**src/rtl/matrix_pkg.sv**
```systemverilog
// ---------------------------------------------------------------------------
// matrix_pkg
//    Shared geometry and types for the LED-matrix shift-register stream.
//    The driver side and the capture side both import this package so that
//    the row word layout and row index width always agree.
//
//    Contents:
//       ROWS, COLS, SHIFT_BITS  matrix geometry (3 colour groups per column)
//       ROW_IDX_W               width of a binary row index
//       row_word_t              one shifted row word
//       row_idx_t               binary row index
//       row_sel_t               one-hot row select (KATOT)
//       onehot_to_idx()         binary position of the set bit of a row select
// ---------------------------------------------------------------------------
package matrix_pkg;

   localparam int ROWS       = 8;
   localparam int COLS       = 8;
   localparam int SHIFT_BITS = 3 * COLS;
   localparam int ROW_IDX_W  = (ROWS > 1) ? $clog2(ROWS) : 1;

   typedef logic [SHIFT_BITS-1:0] row_word_t;
   typedef logic [ROW_IDX_W-1:0]  row_idx_t;
   typedef logic [ROWS-1:0]       row_sel_t;

   // Only meaningful when sel is one-hot; callers qualify it with $onehot.
   function automatic row_idx_t onehot_to_idx(row_sel_t sel);
      row_idx_t idx;
      idx = '0;
      for (int r = 0; r < ROWS; r++) begin
         if (sel[r]) begin
            idx = row_idx_t'(r);
         end
      end
      return idx;
   endfunction

endpackage

```
**src/rtl/matrix_stream_capture_sync_edge.sv**
```systemverilog
// ---------------------------------------------------------------------------
// sync_edge
//    Multi-flop synchroniser for one asynchronous strobe followed by a
//    rising-edge detector working on the synchronised level.
//
//    Ports:
//       clk      system clock
//       reset_n  asynchronous active-low reset
//       din      asynchronous strobe input
//       rise     one-cycle pulse when the synchronised level goes 0 -> 1
// ---------------------------------------------------------------------------
module sync_edge #(
   parameter int STAGES = 2
) (
   input  logic clk,
   input  logic reset_n,
   input  logic din,
   output logic rise
);

   logic [STAGES-1:0] chain;
   logic              prev;

   // Synchroniser chain plus one extra flop remembering the previous
   // synchronised level, so the edge is judged on settled values only.
   always_ff @(posedge clk or negedge reset_n) begin
      if (!reset_n) begin
         chain <= '0;
         prev  <= 1'b0;
      end else begin
         chain <= {chain[STAGES-2:0], din};
         prev  <= chain[STAGES-1];
      end
   end

   assign rise = chain[STAGES-1] & ~prev;

endmodule

```
**src/rtl/matrix_stream_capture.sv**
```systemverilog
// ---------------------------------------------------------------------------
// matrix_stream_capture
//    Receive-side decoder for the LED-matrix shift-register stream. It
//    deserialises each row word, tags it with the row selected on KATOT,
//    rebuilds the full frame and raises sticky flags on malformed traffic.
//
//    Ports:
//       clk, reset_n        system clock, asynchronous active-low reset
//       sh_cp, st_cp, ds    shift clock, latch clock, serial data (async)
//       oe_n, sr_clr_n      output enable and shift-register clear (async)
//       katot               one-hot row select (async)
//       row_word, row_idx   last committed row word and its row index
//       row_valid           one-cycle pulse per commit
//       occupancy           per-pixel OR of the three colour bits
//       frame_valid         pulse when every row has committed once
//       len_err, row_err,
//       oe_err              sticky error flags
//       err_clr             synchronous clear of the sticky flags
// ---------------------------------------------------------------------------
module matrix_stream_capture
   import matrix_pkg::*;
#(
   parameter int SYNC_STAGES     = 2,
   parameter bit DATA_ACTIVE_LOW = 1'b1
) (
   input  logic                 clk,
   input  logic                 reset_n,
   input  logic                 sh_cp,
   input  logic                 st_cp,
   input  logic                 ds,
   input  logic                 oe_n,
   input  logic                 sr_clr_n,
   input  logic [ROWS-1:0]      katot,
   output logic [SHIFT_BITS-1:0] row_word,
   output logic [ROW_IDX_W-1:0] row_idx,
   output logic                 row_valid,
   output logic [ROWS*COLS-1:0] occupancy,
   output logic                 frame_valid,
   output logic                 len_err,
   output logic                 row_err,
   output logic                 oe_err,
   input  logic                 err_clr
);

   localparam int                CNT_W    = $clog2(SHIFT_BITS + 2);
   localparam logic [CNT_W-1:0]  CNT_FULL = CNT_W'(SHIFT_BITS);
   localparam logic [CNT_W-1:0]  CNT_SAT  = CNT_W'(SHIFT_BITS + 1);

   logic                   sh_rise;
   logic                   st_rise;
   logic [SYNC_STAGES-1:0] ds_sync;
   logic [SYNC_STAGES-1:0] oe_sync;
   logic [SYNC_STAGES-1:0] clr_sync;
   row_sel_t               katot_sync [SYNC_STAGES];
   logic                   ds_s;
   logic                   oe_n_s;
   logic                   sr_clr_n_s;
   row_sel_t               katot_s;
   row_sel_t               katot_prev;

   row_word_t              sr;
   logic [CNT_W-1:0]       cnt;
   row_word_t              frame [ROWS];
   row_sel_t               seen;

   logic                   kat_onehot;
   row_idx_t               kat_idx;
   logic                   len_hit;
   logic                   row_hit;
   logic                   oe_hit;
   logic                   commit;
   row_word_t              commit_word;
   row_sel_t               seen_next;
   logic                   frame_done;

   sync_edge #(.STAGES(SYNC_STAGES)) u_sh_edge (
      .clk     (clk),
      .reset_n (reset_n),
      .din     (sh_cp),
      .rise    (sh_rise)
   );

   sync_edge #(.STAGES(SYNC_STAGES)) u_st_edge (
      .clk     (clk),
      .reset_n (reset_n),
      .din     (st_cp),
      .rise    (st_rise)
   );

   // Level inputs use the same depth as the strobes so that ds and katot
   // are sampled in step with the shift/latch edges they belong to.
   // oe_n resets to 1 (blanked) so the first katot settle after reset is
   // not mistaken for a row switch with the outputs lit.
   always_ff @(posedge clk or negedge reset_n) begin
      if (!reset_n) begin
         ds_sync  <= '0;
         oe_sync  <= '1;
         clr_sync <= '0;
         for (int i = 0; i < SYNC_STAGES; i++) begin
            katot_sync[i] <= '0;
         end
      end else begin
         ds_sync       <= {ds_sync[SYNC_STAGES-2:0], ds};
         oe_sync       <= {oe_sync[SYNC_STAGES-2:0], oe_n};
         clr_sync      <= {clr_sync[SYNC_STAGES-2:0], sr_clr_n};
         katot_sync[0] <= katot;
         for (int i = 1; i < SYNC_STAGES; i++) begin
            katot_sync[i] <= katot_sync[i-1];
         end
      end
   end

   assign ds_s       = ds_sync[SYNC_STAGES-1];
   assign oe_n_s     = oe_sync[SYNC_STAGES-1];
   assign sr_clr_n_s = clr_sync[SYNC_STAGES-1];
   assign katot_s    = katot_sync[SYNC_STAGES-1];

   // Latch decision is made on the pre-shift sr/cnt, which gives the
   // 74HC595 ordering when shift and latch edges land in the same cycle.
   always_comb begin
      kat_onehot  = $onehot(katot_s);
      kat_idx     = onehot_to_idx(katot_s);
      len_hit     = st_rise && (cnt != CNT_FULL);
      row_hit     = st_rise && (cnt == CNT_FULL) && !kat_onehot;
      commit      = st_rise && (cnt == CNT_FULL) && kat_onehot;
      oe_hit      = (katot_s != katot_prev) && !oe_n_s;
      commit_word = DATA_ACTIVE_LOW ? ~sr : sr;
      seen_next   = seen | (row_sel_t'(1) << kat_idx);
      frame_done  = &seen_next;
   end

   // Shift register and bit counter. A same-cycle latch consumes the old
   // word, so the freshly shifted bit becomes the first bit of the next one.
   always_ff @(posedge clk or negedge reset_n) begin
      if (!reset_n) begin
         sr  <= '0;
         cnt <= '0;
      end else if (!sr_clr_n_s) begin
         sr  <= '0;
         cnt <= '0;
      end else if (sh_rise) begin
         sr <= {sr[SHIFT_BITS-2:0], ds_s};
         if (st_rise) begin
            cnt <= CNT_W'(1);
         end else if (cnt != CNT_SAT) begin
            cnt <= cnt + CNT_W'(1);
         end
      end else if (st_rise) begin
         cnt <= '0;
      end
   end

   // Commit path: publish the row, store it in the frame buffer and track
   // which rows have arrived since the last completed frame.
   always_ff @(posedge clk or negedge reset_n) begin
      if (!reset_n) begin
         row_word    <= '0;
         row_idx     <= '0;
         row_valid   <= 1'b0;
         frame_valid <= 1'b0;
         seen        <= '0;
         for (int r = 0; r < ROWS; r++) begin
            frame[r] <= '0;
         end
      end else begin
         row_valid   <= commit;
         frame_valid <= commit && frame_done;
         if (commit) begin
            row_word       <= commit_word;
            row_idx        <= kat_idx;
            frame[kat_idx] <= commit_word;
            seen           <= frame_done ? '0 : seen_next;
         end
      end
   end

   // Sticky error flags; err_clr wins over any error raised in that cycle.
   always_ff @(posedge clk or negedge reset_n) begin
      if (!reset_n) begin
         len_err    <= 1'b0;
         row_err    <= 1'b0;
         oe_err     <= 1'b0;
         katot_prev <= '0;
      end else begin
         katot_prev <= katot_s;
         if (err_clr) begin
            len_err <= 1'b0;
            row_err <= 1'b0;
            oe_err  <= 1'b0;
         end else begin
            if (len_hit) len_err <= 1'b1;
            if (row_hit) row_err <= 1'b1;
            if (oe_hit)  oe_err  <= 1'b1;
         end
      end
   end

   // Pixel occupancy: a column is lit if any of its three colour bits is.
   always_comb begin
      occupancy = '0;
      for (int r = 0; r < ROWS; r++) begin
         for (int c = 0; c < COLS; c++) begin
            occupancy[r*COLS+c] = frame[r][c] | frame[r][c+COLS] | frame[r][c+2*COLS];
         end
      end
   end

endmodule

```
**config.mk**
```make
export PLATFORM = sky130hd
export DESIGN_NAME = matrix_stream_capture
export DESIGN_NICKNAME = d
export VERILOG_FILES = /design/src/rtl/matrix_pkg.sv /design/src/rtl/matrix_stream_capture_sync_edge.sv /design/src/rtl/matrix_stream_capture.sv
export SDC_FILE = /design/constraint.sdc
export NUM_CORES = 1
export LEC_CHECK = 0
export CAP_MARGIN = 20
export CORE_MARGIN = 5
export CORE_UTILIZATION = 55
export CTS_CLUSTER_SIZE = 20
export DETAILED_ROUTE_END_ITERATION = 10
export PLACE_DENSITY = 0.77
export REMOVE_ABC_BUFFERS = 1
export SLEW_MARGIN = 0
export SYNTH_ARGS = -nofsm -noshare
export SYNTH_HDL_FRONTEND = slang
export SYNTH_SLANG_ARGS = --single-unit
```
**constraint.sdc**
```tcl
create_clock -name clk -period 4.7 [get_ports clk]
set_input_delay 0.94 -clock clk [delete_from_list [all_inputs] [get_ports clk]]
set_output_delay 0.94 -clock clk [all_outputs]
set_load 0.03 [all_outputs]
```
==> Word level (Yosys, flattened, before mapping) <==
Cells that the tools add are included.
{ "op_classes": {"n_eq_ne": 8, "order_cmp": 2, "muxes": 24, "n_reduce_logical": 14, "shifts": 1, "bitwise": 135, "n_addsub": 8} }
{ "ops": {"columns": ["op", "count"], "rows": [
  ["192-bit bitwise mux", 1],
  ["1-bit OR", 128],
  ["24-bit demux with 3-bit select", 1],
  ["24-bit 2-to-1 mux", 3],
  ["5-bit 2-to-1 mux", 5],
  ["24-bit inverter", 1],
  ["3-bit 2-to-1 mux", 6],
  ["5-bit inequality test (second input constant)", 2],
  ["1-bit by 1-bit adder with 2-bit output", 4],
  ["8-bit 2-to-1 mux", 1],
  ["8-bit inequality test", 1],
  ["8-bit OR", 1],
  ["8-bit AND reduction", 1],
  ["1-bit by 3-bit << shifter with 8-bit output (first input constant)", 1],
  ["1-bit logical AND", 7],
  ["1-bit 2-to-1 mux", 7],
  ["2-bit by 2-bit adder with 3-bit output", 2],
  ["2-bit nonzero test", 3],
  ["5-bit by 1-bit adder with 5-bit output (second input constant)", 1],
  ["5-bit == test (second input constant)", 1],
  ["3-bit by 3-bit adder with 4-bit output", 1],
  ["4-bit by 1-bit == test with 1-bit output (second input constant)", 1],
  ["4-bit >= comparator (second input constant)", 1],
  ["4-bit by 1-bit < comparator with 1-bit output (second input constant)", 1],
  ["other kinds (8)", 11]
]} }
{ "totals": {"elab_cells": 220, "reg_bits": 297, "out_inout_bits": 96} }

==> Logic depth before layout (Yosys ltp) <==
Gate-level depths: netlist of run 1.
{ "logic_depth": {"ltp_word": 13, "mapped_depth": 15, "ltp_nobuf": 14} }

==> By module <==
Synthesis of run 1 repeated with hierarchy kept, for this count alone.
{ "hier_totals": {"hier_cells": 1051, "hier_area_um2": 11300.8} }
{ "by_module_without_submodules": {"columns": ["mod", "instances", "seq_area_each_um2", "cells_per_inst", "area_per_inst_um2"], "rows": [
  ["matrix_stream_capture", 1, 7284.5, 1043, 11123.2],
  ["sync_edge", 2, 75.1, 4, 88.8]
]} }

==> Least setup slack after synthesis of run 1 <==
No wires, ideal clock.
{ "synth_path": {"path_type": "register to register", "from": "register katot_sync (netlist bit katot_s[3])", "to": "register frame[124] (netlist name)", "path_buffers": 1, "path_slack_ps": 639, "arrival_time_ps": 3982, "path_stages_with_launch": 14, "cell_sequence": "dfrtp_1 -> inv_1 -> fa_1 -> fa_1 -> fa_1 -> inv_1 -> ha_1 -> inv_1 -> fa_1 -> a2111oi_4 -> nand4_1 -> nor2_2 -> buf_4 -> mux2i_1"} }
{ "synth_via": {"elab_chain_len": 11, "elab_cells_between_ends": 17, "cone_classes": "add/sub (3); order compare (2); eq/ne (1); mux (8); bitwise (1); reduce/logical (2)"} }
{ "synth_lines": {"columns": ["element", "line_no", "rtl"], "rows": [
  ["start: declaration", "matrix_stream_capture.sv:54", "row_sel_t katot_sync [SYNC_STAGES];"],
  ["start signal: indexed assignment", "matrix_stream_capture.sv:108", "katot_sync[i] <= katot_sync[i-1];"],
  ["3-bit 2-to-1 mux (5 in series)", "matrix_pkg.sv:31", "if (sel[r]) begin"],
  ["3-bit inverter with 4-bit output (not written as such)", "matrix_stream_capture.sv:171", "frame[kat_idx] <= commit_word;"],
  ["4-bit >= comparator (not written as such) or 4-bit by 1-bit < comparator with 1-bit output (tied branches)", "matrix_stream_capture.sv:171", null],
  ["1-bit logical AND (not written as such)", "matrix_stream_capture.sv:171", null],
  ["24-bit 2-to-1 mux (not written as such)", "matrix_stream_capture.sv:171", null],
  ["24-bit demux with 3-bit select", "matrix_stream_capture.sv:171", null],
  ["192-bit bitwise mux", "matrix_stream_capture.sv:171", null],
  ["end signal: indexed assignment", "matrix_stream_capture.sv:171", null],
  ["end: declaration", "matrix_stream_capture.sv:63", "row_word_t frame [ROWS];"]
]} }
Parallel ways exist; a longest one is shown, timed or not.
A chain may end at the register's enable or synchronous reset.

==> Final worst setup path of run 1 <==
{ "layout_path": {"from": "register katot_sync (netlist bit katot_s[3])", "to": "register frame[177] (netlist name)"} }
The elaborated chain is that of the path after synthesis.

==> flow_results.xml, run 1 <==
<?xml version="1.0" encoding="UTF-8"?>
<metrics>
  <group name="power_and_ir_drop">
    <metric name="sw_frac_of_total" unit="%">20.9</metric>
    <metric name="share_seq_of_total_power" unit="%">50.5</metric>
    <metric name="share_comb_of_total_power" unit="%">3.1</metric>
    <metric name="vdd_ir_drop_max" unit="mV">0.291</metric>
    <metric name="p_clk_share" unit="%">46.4</metric>
    <metric name="power_per_cell_area" unit="nW/um^2">370</metric>
    <metric name="power_leakage" unit="nW">6.48</metric>
    <metric name="p_int" unit="mW">4.06</metric>
    <metric name="p_switching" unit="mW">1.07</metric>
  </group>
  <group name="grt">
    <metric name="total_gr_overflow" unit="">0</metric>
    <metric name="vias_in_the_first_global_route" unit="">8023</metric>
    <metric name="grt_start_max_net_pins" unit="">124</metric>
    <metric name="initial_antenna_violation_count" unit="">0</metric>
    <metric name="grt_use_total" unit="%">20.9</metric>
    <metric name="grt_first_pass_wirelength" unit="um">40900</metric>
  </group>
  <group name="floorplan">
    <metric name="placeableCoreArea" unit="um^2">20800</metric>
    <metric name="die-width" unit="um">155</metric>
    <metric name="die_y" unit="um">155</metric>
    <metric name="floorplan.initialDensity" unit="%">55.4</metric>
    <metric name="number_of_top_level_design_ports" unit="">112</metric>
    <metric name="num_rows" unit="">53</metric>
    <metric name="floorplan.die_area" unit="um^2">24000</metric>
  </group>
  <group name="routing">
    <metric name="num_vias" unit="">7787</metric>
    <metric name="detail_route.drc_violations" unit="">0</metric>
    <metric name="wl_per_cell" unit="um">16.6</metric>
    <metric name="via_per_inst" unit="">5.34</metric>
    <metric name="drt_iter0_markers" unit="">430</metric>
    <metric name="first_pass_iters" unit="">5</metric>
    <metric name="postRouteWirelength" unit="um">24200</metric>
    <metric name="ant_nets" unit="">0</metric>
  </group>
  <group name="outcome">
    <metric name="outcome" unit="">completed</metric>
  </group>
  <group name="sta">
    <metric name="worst_slew_margin_rel" unit="%">30.5</metric>
    <metric name="final_max_slew_viol_count" unit="">0</metric>
    <metric name="timing.final.hold_violations" unit="">0</metric>
    <metric name="worst_pin_slew" unit="ns">1.04</metric>
    <metric name="finalSetupViolCount" unit="">0</metric>
    <metric name="achievable-frequency" unit="MHz">225</metric>
    <metric name="part_of_the_cycle_the_worst_path_needs" unit="%">94.4</metric>
    <metric name="skew" unit="ns">0.00778</metric>
    <metric name="rsz0062_at_grt" unit="">no</metric>
    <metric name="final.min_clock_period" unit="ns">4.44</metric>
    <metric name="setup-tns-final" unit="ns">0</metric>
  </group>
  <group name="clocking">
    <metric name="clock_insertion_delay_worst_skew" unit="ns">0.55</metric>
    <metric name="cts_setup_buffers" unit="">0</metric>
    <metric name="sinks_on_the_clock_net" unit="">297</metric>
    <metric name="tritoncts_buffer_count" unit="">30</metric>
    <metric name="cts.htree.levels" unit="">1</metric>
    <metric name="cts_max_path_buffers" unit="">3</metric>
    <metric name="clk_pin_slew" unit="ns">0.06</metric>
    <metric name="cts_resized" unit="">0</metric>
    <metric name="ctsHoldBuffers" unit="">0</metric>
    <metric name="clock_tree_from_tritoncts" unit="">done</metric>
    <metric name="cts_root_buf" unit="">clkbuf_16</metric>
  </group>
  <group name="yosys">
    <metric name="synth_seq_area_share" unit="%">64.4</metric>
    <metric name="netlist_instances" unit="">1073</metric>
    <metric name="ys_seq_elements" unit="">297</metric>
    <metric name="synth.top_cell.area_share" unit="%">64.0</metric>
    <metric name="yosysWarningCount" unit="">0</metric>
    <metric name="synth.largest_area_cell" unit="">dfrtp_1</metric>
    <metric name="post_synth_instance_area" unit="um^2">11500</metric>
    <metric name="yosysUniqueCellTypes" unit="">41</metric>
    <metric name="ys_top_cells_by_area" unit="">dfrtp_1 (64%), o21ai_0 (7.5%), nand2_1 (7.4%)</metric>
    <metric name="synth.avg_cell_area" unit="um^2">10.8</metric>
  </group>
  <group name="final_layout">
    <metric name="nNetsFinal" unit="">1186</metric>
    <metric name="layout.cells.most_common" unit="">dfrtp_1</metric>
    <metric name="syn_to_final_growth" unit="%">20.4</metric>
    <metric name="mostFrequentLayoutCells" unit="">dfrtp_1 (295), nand2_1 (226), o21ai_0 (172)</metric>
    <metric name="fillerInstances" unit="">1568</metric>
    <metric name="fin_cells" unit="">1458</metric>
    <metric name="antennaDiodeCount" unit="">0</metric>
    <metric name="drive_above_1_share" unit="%">6.85</metric>
  </group>
  <group name="worst_setup_path">
    <metric name="critical_path.startpoint_type" unit="">flip-flop</metric>
    <metric name="arrival" unit="ns">4.89</metric>
    <metric name="critical_path_required" unit="ns">5.15</metric>
    <metric name="end_kind" unit="">flip-flop</metric>
    <metric name="crit_path_max_fanout" unit="">15</metric>
    <metric name="timing.setup.critical_path_class" unit="">flip-flop to flip-flop</metric>
  </group>
  <group name="job">
    <metric name="drv.max_cap_violation_count" unit="">0</metric>
  </group>
  <group name="placed_design">
    <metric name="dp.final_hpwl" unit="um">15300</metric>
    <metric name="routability_driven_placement_congestion_ratio" unit="">0.821</metric>
    <metric name="place.port_buffers" unit="">111</metric>
    <metric name="placedCellCount" unit="">1402</metric>
  </group>
  <group name="hold_path">
    <metric name="min_path_type" unit="">flip-flop to flip-flop</metric>
  </group>
</metrics>
==> cells in the mapped netlist (all sizes together) <==
cell / count
a2111o: 3
a2111oi: 3
a211o: 2
a211oi: 1
a21boi: 25
a21o: 1
a21oi: 10
a31o: 1
a31oi: 4
and3: 1
and4b: 1
buf: 10
clkbuf: 65
dfrtp: 295
dfstp: 2
fa: 4
ha: 6
inv: 72
mux2i: 49
nand2: 227
nand2b: 2
nand3: 17
nand4: 6
nand4b: 1
nor2: 18
nor2b: 3
nor3: 1
nor4: 4
o21ai: 174
o21ba: 2
o22ai: 1
or3: 50
or4: 1
xor2: 11
==> critical path, cell delays in order (launching register included) <==
cell       delay, ns
dfrtp_1         0.50
inv_1           0.09
fa_1            0.46
fa_1            0.51
fa_1            0.40
inv_1           0.06
ha_1            0.15
inv_1           0.05
fa_1            0.47
a2111oi_4       0.58
nand4_1         0.34
nor2_4          0.17
buf_4           0.29
mux2i_1         0.26
==> power groups by stage <==
| stage | Clock, mW | Combinational, mW | Sequential [mW] |
|---|---|---|---|
| 3_5_place_dp | 0 | 0.160 | 2.64 |
| 5_1_grt | 2.54 | 0.182 | 2.60 |
| 4_1_cts | 2.43 | 0.161 | 2.60 |
| 3_3_place_gp | 0 | 0.157 | 2.64 |
| 2_1_floorplan | 0 | 0.0705 | 2.64 |
| 6_report | 2.38 | 0.158 | 2.60 |
==> per-layer routing <==
| metal | track usage, % | up-vias | part of all wire, % |
|---|---|---|---|
| li1 | - | 3714 | - |
| met1 | 28.6 | 3866 | 45 |
| met2 | 36.1 | 176 | 49 |
| met3 | 3.03 | 31 | 4.7 |
| met4 | 4.21 | 0 | 1.4 |
| met5 | 0 | - | 0 |
==> metrics by stage <==
step | setup slack, ns | utilization [%] | hold WS [ns] | power [mW] | instance area [um^2]
2_1_floorplan | 0.0969 | - | 0.331 | 2.71 | 11200
3_3_place_gp | 0.388 | 61.8 | 0.333 | 2.80 | 12900
5_1_grt | 0.0378 | 66.7 | 0.353 | 5.32 | 13900
3_5_place_dp | 0.312 | 61.8 | 0.335 | 2.80 | 12900
6_report | 0.261 | 66.7 | 0.347 | 5.14 | 13900
4_1_cts | 0.257 | 66.7 | 0.346 | 5.19 | 13900
==> cells by family (layout without fill, tap and decap cells) <==
family,after synthesis,after routing,synth area share (%)
muxes,49,49,4.25
DFF,297,297,64.4
AOI/OAI and AO/OA,227,227,11.5
adders and majority gates,10,10,1.34
buffers and inverters,147,257,5.07
xor gates and xnor gates,11,11,0.835
and+or+nand+nor,332,332,12.6
==> worst paths after layout <==
| path | startpoint | end | slack, ns | depth (start not counted) |
|---|---|---|---|---|
| worst max-delay path | katot_s[3]$_DFF_PN0_ | frame[177]$_DFFE_PN0P_ | 0.26 | 13 |
| worst min-delay path | katot_sync[10]$_DFF_PN0_ | katot_s[2]$_DFF_PN0_ | 0.35 | 0 |
| worst max register to register | katot_s[3]$_DFF_PN0_ | frame[177]$_DFFE_PN0P_ | 0.26 | 13 |
| worst min register to register | katot_sync[10]$_DFF_PN0_ | katot_s[2]$_DFF_PN0_ | 0.35 | 0 |
| max in group asynchronous | reset_n | frame[119]$_DFFE_PN0P_ | 3.19 | 2 |
| min in group asynchronous | reset_n | clr_sync[0]$_DFF_PN0_ | 0.49 | 1 |
==> registers in the layout (all words and copies together) (netlist names) <==
name / count
katot_sync: 8
frame_valid: 1
katot_s: 8
len_err: 1
row_idx: 3
seen: 8
frame: 192
oe_err: 1
u_st_edge.prev: 1
oe_sync: 2
row_word: 24
clr_sync: 2
sr: 24
u_sh_edge.prev: 1
row_valid: 1
u_sh_edge.chain: 2
katot_prev: 8
row_err: 1
u_st_edge.chain: 2
cnt: 5
ds_sync: 2
==> cell type report <==
cell class              instances  area [um^2]  share of cell area, %
repair buffers                130         1290                   9.29
multi-input cells             629         3540                   25.5
inverters                      72          270                   1.95
clock buffers                  47          916                   6.59
well taps                     275          344                   2.48
flip-flops and latches        297         7430                   53.5
clock inverters                 8         95.1                  0.684
No activity file was read; power rests on OpenSTA's default activity.
==> inputs of run 2 (changes only) <==
- GPL_TIMING_DRIVEN: default -> 0
==> flow_results.xml, run 2 (synthesis results as in run 1) <==
<?xml version="1.0" encoding="UTF-8"?>
<metrics>
  <group name="final_layout">
    <metric name="stdcell_area" unit="um^2">14000</metric>
    <metric name="largest_reg_flops" unit="">192</metric>
    <metric name="fillerInstances" unit="">1618</metric>
    <metric name="drive_above_1_share" unit="%">6.94</metric>
    <metric name="max_flop_register" unit="">frame</metric>
    <metric name="fin_cells" unit="">1456</metric>
    <metric name="layout.cells.most_common" unit="">dfrtp_1</metric>
    <metric name="mostFrequentLayoutCells" unit="">dfrtp_1 (295), nand2_1 (226), o21ai_0 (172)</metric>
    <metric name="syn_to_final_growth" unit="%">21.6</metric>
    <metric name="nNetsFinal" unit="">1187</metric>
    <metric name="antennaDiodeCount" unit="">0</metric>
    <metric name="largestRegisters" unit="">frame: 192 flops, row_word: 24 flops, sr: 24 flops</metric>
  </group>
  <group name="clocking">
    <metric name="clk_pin_slew" unit="ns">0.06</metric>
    <metric name="ctsHoldBuffers" unit="">0</metric>
    <metric name="clock_tree_from_tritoncts" unit="">done</metric>
    <metric name="tritoncts_buffer_count" unit="">28</metric>
    <metric name="sinks_on_the_clock_net" unit="">297</metric>
    <metric name="cts_max_path_buffers" unit="">3</metric>
    <metric name="cts.htree.levels" unit="">1</metric>
    <metric name="cts_root_buf" unit="">clkbuf_16</metric>
    <metric name="clock_insertion_delay_worst_skew" unit="ns">0.54</metric>
  </group>
  <group name="floorplan">
    <metric name="num_rows" unit="">53</metric>
    <metric name="floorplan.die_area" unit="um^2">24000</metric>
    <metric name="floorplan.initialDensity" unit="%">55.4</metric>
    <metric name="number_of_top_level_design_ports" unit="">112</metric>
    <metric name="die-width" unit="um">155</metric>
    <metric name="die_y" unit="um">155</metric>
    <metric name="placeableCoreArea" unit="um^2">20800</metric>
  </group>
  <group name="grt">
    <metric name="vias_in_the_first_global_route" unit="">7950</metric>
    <metric name="grt_use_total" unit="%">20.3</metric>
    <metric name="total_gr_overflow" unit="">0</metric>
    <metric name="grt_start_max_net_pins" unit="">129</metric>
    <metric name="grt_first_pass_wirelength" unit="um">39800</metric>
    <metric name="initial_antenna_violation_count" unit="">0</metric>
  </group>
  <group name="power_and_ir_drop">
    <metric name="power_leakage" unit="nW">6.54</metric>
    <metric name="totalPowerFinal" unit="mW">5.00</metric>
    <metric name="vdd_ir_drop_max" unit="mV">0.391</metric>
    <metric name="power_per_cell_area" unit="nW/um^2">356</metric>
  </group>
  <group name="sta">
    <metric name="finalSetupViolCount" unit="">0</metric>
    <metric name="part_of_the_cycle_the_worst_path_needs" unit="%">95.7</metric>
    <metric name="skew" unit="ns">0.0116</metric>
    <metric name="timing.final.hold_violations" unit="">0</metric>
    <metric name="final_max_slew_viol_count" unit="">0</metric>
    <metric name="achievable-frequency" unit="MHz">222</metric>
    <metric name="setup-tns-final" unit="ns">0</metric>
    <metric name="final.min_clock_period" unit="ns">4.50</metric>
    <metric name="worst_pin_slew" unit="ns">1.03</metric>
    <metric name="worst_slew_margin_rel" unit="%">31.4</metric>
  </group>
  <group name="worst_setup_path">
    <metric name="number_of_buffers_and_inverters_on_the_critical_path" unit="">6</metric>
    <metric name="crit_path_max_fanout" unit="">26</metric>
    <metric name="critical_path_required" unit="ns">5.10</metric>
    <metric name="critPathSlowestCell" unit="">fa_1</metric>
    <metric name="timing.setup.critical_path_class" unit="">flip-flop to flip-flop</metric>
    <metric name="critPathTopFamily" unit="">adder cells</metric>
    <metric name="critPathMostFrequentCell" unit="">fa_1</metric>
    <metric name="arrival" unit="ns">4.90</metric>
    <metric name="biggest_cell_delay_along_the_critical_path" unit="ns">0.51</metric>
    <metric name="worstPathCellList" unit="">inv_1 -&gt; fa_1 -&gt; fa_1 -&gt; fa_1 -&gt; inv_1 -&gt; ha_1 -&gt; inv_1 -&gt; fa_1 -&gt; nand2_1 -&gt; a2111oi_4 -&gt; buf_4 -&gt; nand2_4 -&gt; buf_16 -&gt; a2111oi_4 -&gt; buf_4 -&gt; a21oi_1</metric>
    <metric name="critical_path.startpoint_type" unit="">flip-flop</metric>
    <metric name="end_kind" unit="">flip-flop</metric>
  </group>
  <group name="routing">
    <metric name="num_vias" unit="">7693</metric>
    <metric name="postRouteWirelength" unit="um">23700</metric>
    <metric name="detail_route.drc_violations" unit="">0</metric>
    <metric name="ant_nets" unit="">0</metric>
    <metric name="first_pass_iters" unit="">5</metric>
    <metric name="wl_per_cell" unit="um">16.3</metric>
    <metric name="drt_iter0_markers" unit="">400</metric>
    <metric name="via_per_inst" unit="">5.28</metric>
  </group>
  <group name="outcome">
    <metric name="outcome" unit="">completed</metric>
  </group>
  <group name="placed_design">
    <metric name="place.port_buffers" unit="">111</metric>
    <metric name="dp.final_hpwl" unit="um">15200</metric>
    <metric name="routability_driven_placement_congestion_ratio" unit="">0.741</metric>
    <metric name="detailed_place.area" unit="um^2">13000</metric>
    <metric name="placedCellCount" unit="">1398</metric>
  </group>
  <group name="hold_path">
    <metric name="min_path_type" unit="">input pin to async pin</metric>
  </group>
  <group name="job">
    <metric name="drv.max_cap_violation_count" unit="">0</metric>
  </group>
</metrics>
==> run 2: layer usage <==
layer,GRT usage [%],vias to the layer above,share of wire [%],wire [um]
li1,-,3701,-,-
met2,35.5,163,50,11800
met3,3.03,41,4.6,1090
met1,26.8,3788,44,10500
met5,0,-,0,0
met4,5.00,0,1.6,388
==> run 2: worst reg2reg max path, stage by stage (launching register included) <==
cell	delay (ns)
dfrtp_1	0.50
inv_1	0.10
fa_1	0.45
fa_1	0.51
fa_1	0.42
inv_1	0.07
ha_1	0.16
inv_1	0.06
fa_1	0.47
nand2_1	0.11
a2111oi_4	0.28
buf_4	0.20
nand2_4	0.15
buf_16	0.23
a2111oi_4	0.38
buf_4	0.22
a21oi_1	0.05
==> run 2: where the power goes <==
group	leakage [nW]	internal [mW]	total (mW)	switching [mW]
clock	0.452	1.31	2.24	0.925
combinational	2.02	0.0530	0.168	0.115
sequential	4.06	2.58	2.60	0.0199
total	6.54	3.94	5.00	1.06
==> run 2: layout make-up <==
| class | instances | area, um^2 | share of cell area, % |
|---|---|---|---|
| clock buffers | 40 | 817 | 5.82 |
| clock inverters | 10 | 105 | 0.749 |
| inverters | 72 | 270 | 1.93 |
| multi-input cells | 630 | 3560 | 25.4 |
| flip-flops and latches | 297 | 7430 | 53.0 |
| well taps | 275 | 344 | 2.45 |
| repair buffers | 132 | 1500 | 10.7 |
==> run 2: worst paths after layout <==
check / slack (ns) / cells after the start / start / to
min in group clk: 0.35 / 0 / ds_sync[0]$_DFF_PN0_ / ds_sync[1]$_DFF_PN0_
worst min register to register: 0.35 / 0 / ds_sync[0]$_DFF_PN0_ / ds_sync[1]$_DFF_PN0_
worst max register to register: 0.20 / 16 / katot_s[3]$_DFF_PN0_ / seen[7]$_DFFE_PN0P_
max in group asynchronous: 3.41 / 2 / reset_n / sr[20]$_DFFE_PN0P_
worst max-delay path: 0.20 / 16 / katot_s[3]$_DFF_PN0_ / seen[7]$_DFFE_PN0P_
worst min-delay path: 0.32 / 1 / reset_n / row_word[16]$_DFFE_PN0P_
==> run 2: what timing repair did <==
| item | 4_1_cts | 5_1_grt |
|---|---|---|
| cloned | 0 | 1 |
| setup buffers | 2 | 5 |
| gates resized for setup | 2 | 1 |
| setup endpoints to repair | 39 | 55 |
| pin swaps | 3 | 3 |
==> run 2: through the flow <==
| stage | utilization [%] | setup slack, ns | hold slack (ns) |
|---|---|---|---|
| final | 67.4 | 0.201 | 0.323 |
| after global routing | 67.4 | -0.0291 | 0.335 |
| after CTS | 67.2 | -0.0455 | 0.312 |
| after detailed placement | 62.5 | -0.162 | 0.335 |
| after global placement | 60.9 | -9.68 | 0.332 |
| after floorplan | - | 0.0969 | 0.331 |
